## config.mk

```make
export PLATFORM = sky130hd
export DESIGN_NAME = seq_div
export DESIGN_NICKNAME = d
export VERILOG_FILES = /design/src/rtl/div_pkg.sv /design/src/rtl/div_step.sv /design/src/rtl/seq_div.sv
export SDC_FILE = /design/constraint.sdc
export NUM_CORES = 1
export LEC_CHECK = 0
export BUFFER_PORTS_ARGS = -buffer_cell sky130_fd_sc_hd__clkbuf_2
export CORE_UTILIZATION = 55
export CTS_BUF_LIST = sky130_fd_sc_hd__clkbuf_4 sky130_fd_sc_hd__clkbuf_8
export DETAILED_ROUTE_END_ITERATION = 12
export GPL_TIMING_DRIVEN = 0
export PLACE_DENSITY = 0.79
export SLEW_MARGIN = 20
export SYNTH_ARGS = -nofsm -noshare
export SYNTH_HDL_FRONTEND = slang
export SYNTH_SLANG_ARGS = --single-unit
```

## constraint.sdc

```tcl
create_clock -name clock -period 3.5 [get_ports clock]
set_input_delay 0.7 -clock clock [delete_from_list [all_inputs] [get_ports clock]]
set_output_delay 0.7 -clock clock [all_outputs]
set_load 0.1 [all_outputs]
```

## src/rtl/div_pkg.sv

```systemverilog
// Shared definitions for the sequential divider: state encoding and default width.
package div_pkg;

    localparam int DEF_WIDTH = 32;

    typedef logic [1:0] state_t;

    localparam state_t IDLE = 2'd0;
    localparam state_t CALC = 2'd1;
    localparam state_t FIX  = 2'd2;
    localparam state_t DONE = 2'd3;

endpackage

```

## src/rtl/div_step.sv

```systemverilog
// One restoring-division iteration: shift {P,A} left, trial-subtract the divisor,
// keep the difference and set the new quotient bit when it does not go negative.
module div_step
    import div_pkg::*;
#(
    parameter int WIDTH = DEF_WIDTH
) (
    input  logic [WIDTH:0]   p,
    input  logic [WIDTH-1:0] a,
    input  logic [WIDTH-1:0] dvs_mag,
    output logic [WIDTH:0]   p_nxt,
    output logic [WIDTH-1:0] a_nxt
);

    logic [WIDTH:0]        p_sh;
    logic signed [WIDTH:0] trial;
    logic                  trial_neg;

    always_comb begin
        p_sh  = {p[WIDTH-1:0], a[WIDTH-1]};
        trial = $signed(p_sh) - $signed({1'b0, dvs_mag});
        // A bit shifted out of P makes the true value exceed any divisor.
        trial_neg = trial[WIDTH] & ~p[WIDTH];
        if (trial_neg) begin
            p_nxt = p_sh;
            a_nxt = {a[WIDTH-2:0], 1'b0};
        end else begin
            p_nxt = $unsigned(trial);
            a_nxt = {a[WIDTH-2:0], 1'b1};
        end
    end

endmodule

```

## src/rtl/seq_div.sv

```systemverilog
// Multi-cycle signed/unsigned integer divider, one quotient bit per clock.
// Quotient feeds ZLO and remainder feeds ZHI of the ALU Z register pair.
module seq_div
    import div_pkg::*;
#(
    parameter int WIDTH = DEF_WIDTH
) (
    input  logic             clock,
    input  logic             clear,
    input  logic             start,
    input  logic             signed_op,
    input  logic [WIDTH-1:0] dividend,
    input  logic [WIDTH-1:0] divisor,
    output logic             busy,
    output logic             done,
    output logic [WIDTH-1:0] quotient,
    output logic [WIDTH-1:0] remainder,
    output logic             div_zero,
    output logic             ovf
);

    localparam int CNT_W = $clog2(WIDTH);
    localparam logic [WIDTH-1:0] MIN_VAL = {1'b1, {(WIDTH-1){1'b0}}};

    state_t state;
    state_t state_nxt;

    logic [CNT_W-1:0] count;
    logic [WIDTH:0]   p_q;
    logic [WIDTH-1:0] a_q;
    logic [WIDTH-1:0] dvs_mag;
    logic             q_neg;
    logic             r_neg;
    logic             ovf_pend;

    logic [WIDTH:0]   p_step;
    logic [WIDTH-1:0] a_step;

    logic             busy_d;
    logic             done_d;
    logic             dvs_zero;

    function automatic logic [WIDTH-1:0] negate(input logic [WIDTH-1:0] v);
        return ~v + WIDTH'(1);
    endfunction

    function automatic logic [WIDTH-1:0] magnitude(input logic signed [WIDTH-1:0] v,
                                                   input logic is_signed);
        return (is_signed && (v < 0)) ? negate(v) : v;
    endfunction

    function automatic logic [WIDTH-1:0] fix_remainder(input logic [WIDTH-1:0] r,
                                                       input logic neg);
        return (neg && (r != '0)) ? negate(r) : r;
    endfunction

    assign dvs_zero = (divisor == '0);

    div_step #(
        .WIDTH(WIDTH)
    ) u_step (
        .p      (p_q),
        .a      (a_q),
        .dvs_mag(dvs_mag),
        .p_nxt  (p_step),
        .a_nxt  (a_step)
    );

    // State register; busy/done are registered copies of the state decode.
    always_ff @(posedge clock or negedge clear) begin
        if (!clear) begin
            state <= IDLE;
            busy  <= 1'b0;
            done  <= 1'b0;
        end else begin
            state <= state_nxt;
            busy  <= busy_d;
            done  <= done_d;
        end
    end

    always_comb begin
        state_nxt = state;
        case (state)
            IDLE: begin
                if (start) begin
                    state_nxt = dvs_zero ? DONE : CALC;
                end
            end
            CALC: begin
                if (count == '0) begin
                    state_nxt = FIX;
                end
            end
            FIX:     state_nxt = DONE;
            DONE:    state_nxt = IDLE;
            default: state_nxt = IDLE;
        endcase
    end

    always_comb begin
        busy_d = (state == CALC) || (state == FIX);
        done_d = (state == DONE);
    end

    // Operand capture, iteration datapath and result registers.
    always_ff @(posedge clock or negedge clear) begin
        if (!clear) begin
            count     <= '0;
            p_q       <= '0;
            a_q       <= '0;
            dvs_mag   <= '0;
            q_neg     <= 1'b0;
            r_neg     <= 1'b0;
            ovf_pend  <= 1'b0;
            quotient  <= '0;
            remainder <= '0;
            div_zero  <= 1'b0;
            ovf       <= 1'b0;
        end else begin
            case (state)
                IDLE: begin
                    if (start) begin
                        div_zero <= dvs_zero;
                        ovf      <= 1'b0;
                        q_neg    <= signed_op & (dividend[WIDTH-1] ^ divisor[WIDTH-1]);
                        r_neg    <= signed_op & dividend[WIDTH-1];
                        ovf_pend <= signed_op && (dividend == MIN_VAL) && (divisor == '1);
                        dvs_mag  <= magnitude(divisor, signed_op);
                        p_q      <= '0;
                        a_q      <= magnitude(dividend, signed_op);
                        count    <= CNT_W'(WIDTH - 1);
                        if (dvs_zero) begin
                            quotient  <= '1;
                            remainder <= dividend;
                        end
                    end
                end
                CALC: begin
                    p_q   <= p_step;
                    a_q   <= a_step;
                    count <= count - 1'b1;
                end
                FIX: begin
                    // MIN / -1 needs no special case: |MIN| with a positive sign is MIN again.
                    quotient  <= q_neg ? negate(a_q) : a_q;
                    remainder <= fix_remainder(p_q[WIDTH-1:0], r_neg);
                    ovf       <= ovf_pend;
                end
                default: ;
            endcase
        end
    end

endmodule

```

==> impl_metrics.py <==
metrics = {
    "worst_setup_path": {
        "critPathTopFamily": "simple AND/OR/NAND/NOR gates",
        "r2r_cells": 11,
        "end_kind": "flop",
        "reg2reg_slack_ns": 0.09,
        "crit_slowest_cell": "or4_4",
        "path_class": "flop to flop",
        "path_max_fanout": 5,
        "cp.arrival_ns": 3.78,
        "worst_setup_path_start_kind": "flop",
        "path_buf_inv": 1,
        "cpPeakStageDelay_ns": 0.51,
        "path_depth": 11,
        "crit_chain": "inv_2 -> ha_1 -> nand2b_1 -> or4_4 -> or2_1 -> or4_4 -> or4_4 -> or2_4 -> o31ai_4 -> xor2_1 -> a31oi_1",
        "crit_path_frequent_cell": "or4_4",
        "required_ns": 3.87,
        "r2r_start": "a_q[0]",
        "reg2reg_to": "quotient[28]",
    },
    "floorplanning": {
        "start_util": 0.562,
        "io_pins": 136,
        "die_height_um": 149,
        "die-area_mm2": 0.0221,
        "die_x_um": 149,
        "coreArea_mm2": 0.0210,
        "placementRows": 53,
    },
    "clock_tree": {
        "clock_latency_ns": 0.51,
        "cts-root-buf": "clkbuf_8",
        "clk_pin_slew_ns": 0.13,
        "cts_buffer_depth": 2,
        "cts_tree": "built",
        "cts-buffers-inserted": 17,
        "clock-sinks": 175,
        "htreeDepth": 4,
    },
    "logic_synthesis": {
        "syn-num-nets": 1522,
        "avgSynthCellArea_um2": 8.37,
        "synth_cell_type_count": 69,
        "ys_ff_latch": 175,
        "yosysSeqAreaShare": 0.371,
        "synth_edf_count": 0,
        "postSynthCellCount": 1410,
        "dominantRegCellSynth": "dfrtp_1",
        "yosysWarnings": 0,
        "async_flop_share": 1.00,
        "synth_area_mm2": 0.0118,
    },
    "global_routing": {
        "grtUsageMet1": 0.413,
        "met3_usage": 0.0503,
        "grt_max_degree": 74,
        "grt-ovfl-total": 0,
        "busiest_layer": "met2",
        "use_met2": 0.519,
        "grt_pass1_wl_mm": 55.1,
        "grt_usage": 0.325,
        "grt_pass1_vias": 10700,
        "antenna_found_initial": 0,
    },
    "cells_and_area": {
        "syn_to_final_growth_pct": 13.9,
        "nets": 1681,
        "fin_cells": 1857,
        "layout_commonest_cell": "nand2_1",
        "drive_gt1_frac": 0.135,
        "antenna_cells": 0,
        "layout_common_cells": "179 x nand2_1, 171 x dfrtp_1, 170 x o21ai_0, 134 x clkbuf_2, 105 x nor2_1",
        "final_area_mm2": 0.0135,
    },
    "timing": {
        "fmaxAchievable_mhz": 294,
        "max-slew-margin-rel": 0.416,
        "period_share": 0.973,
        "rsz0062_at_grt": "false",
        "finalClockSkew_ns": 0.0211,
        "hold_viol": 0,
        "fin_crit_ns": 3.41,
        "tightest_slew_ns": 0.868,
        "drv_slew": 0,
        "setup_slack_ns": 0.0929,
        "finalSetupViolCount": 0,
    },
    "route": {
        "routed_wl_mm": 34.7,
        "final_antenna_net_count": 0,
        "route.detailed.drc": 0,
        "drt-pass1-iter-count": 7,
        "num_vias": 11200,
        "viasPerCell": 6.04,
        "routedWlPerCell_um": 18.7,
        "drtIter0Drc": 856,
    },
    "flow_run": {
        "drv_cap": 0,
    },
    "placement": {
        "io_buffers": 134,
        "placed_cells": 1821,
        "hpwl_mm": 27.5,
        "gp_congestion": 0.954,
        "place_area_mm2": 0.0129,
        "place_ws_ns": -0.776,
    },
    "outcome": {
        "status": "complete, no violations",
    },
    "worst_hold_path": {
        "hold_path.class": "primary input to async pin",
    },
}
[synthesized netlist by cell type (13+ instances only)]
cell type	count	share of area
a21o_1	13	0.0083
a21oi_1	86	0.036
a31oi_1	39	0.021
clkbuf_1	65	0.021
dfrtp_1	175	0.37
ha_1	43	0.046
inv_1	56	0.018
mux2i_1	47	0.040
nand2_1	180	0.057
nand3_1	28	0.012
nor2_1	107	0.034
nor3_1	23	0.0097
nor4_1	14	0.0074
o21ai_0	173	0.073
o31ai_1	25	0.016
or3_1	18	0.0095
or4_1	13	0.0083
xnor2_1	79	0.059
xor2_1	71	0.053
[registers in the layout, indices dropped and copies added (netlist names)]
register   flops
busy           1
remainder     32
a_q           32
r_neg          1
dvs_mag       32
state          2
quotient      32
ovf_pend       1
ovf            1
count          5
done           1
p_q           33
div_zero       1
q_neg          1
[worst max path at each step]
| stage | from | endpoint | slack (ns) |
|---|---|---|---|
| detailed placement | a_q[31] | p_q[30] | -0.78 |
| global route | a_q[0] | quotient[28] | 0.003 |
| finish | a_q[0] | quotient[28] | 0.09 |
| floorplan | p_q[24] | p_q[3] | 0.20 |
| CTS | p_q[2] | remainder[16] | 0.02 |
| global placement | clear | div_zero | -1.35 |
[metal layers]
metal,share of wire,wire [µm]
met2,0.46,15900
met5,0,0
met1,0.42,14500
met3,0.068,2370
met4,0.056,1940
[timing repair]
item	CTS	global route
hold buffers	0	0
setup endpoints to repair	33	94
pin swaps	0	8
resized for setup	9	20
cloned	0	0
buffers inserted	3	2
[per-stage QoR]
stage / TNS (ns) / hold slack (ns) / utilization
after floorplan: 0 / 0.404 / -
after global placement: -276.03 / 0.462 / 0.610
after detailed placement: -44.94 / 0.469 / 0.613
after CTS: 0 / 0.0989 / 0.637
after global routing: 0 / 0.104 / 0.640
final: 0 / 0.102 / 0.640
[logic make-up after synthesis]
| group | Yosys count | share of synthesized area |
|---|---|---|
| XOR/XNOR | 150 | 0.111 |
| AO/OA/AOI/OAI | 423 | 0.217 |
| adder cells (fa/ha/maj) | 44 | 0.0473 |
| flip-flops | 175 | 0.371 |
| multiplexers | 47 | 0.0398 |
| AND/OR/NAND/NOR | 436 | 0.169 |
| buffers and inverters | 135 | 0.0439 |
[area by class of cell]
| type | count | area (µm²) |
|---|---|---|
| plain buffers | 76 | 314 |
| inverters | 58 | 218 |
| fillers | 1864 | 7570 |
| flip-flops and latches | 175 | 4380 |
| clock buffers | 17 | 234 |
| repair buffers | 141 | 785 |
| multi-input cells | 1100 | 6970 |
| well taps | 275 | 344 |
| clock inverters | 15 | 201 |
Power is not shown: default switching activity piles up to over one toggle a cycle in this logic, so the estimate is an artifact.
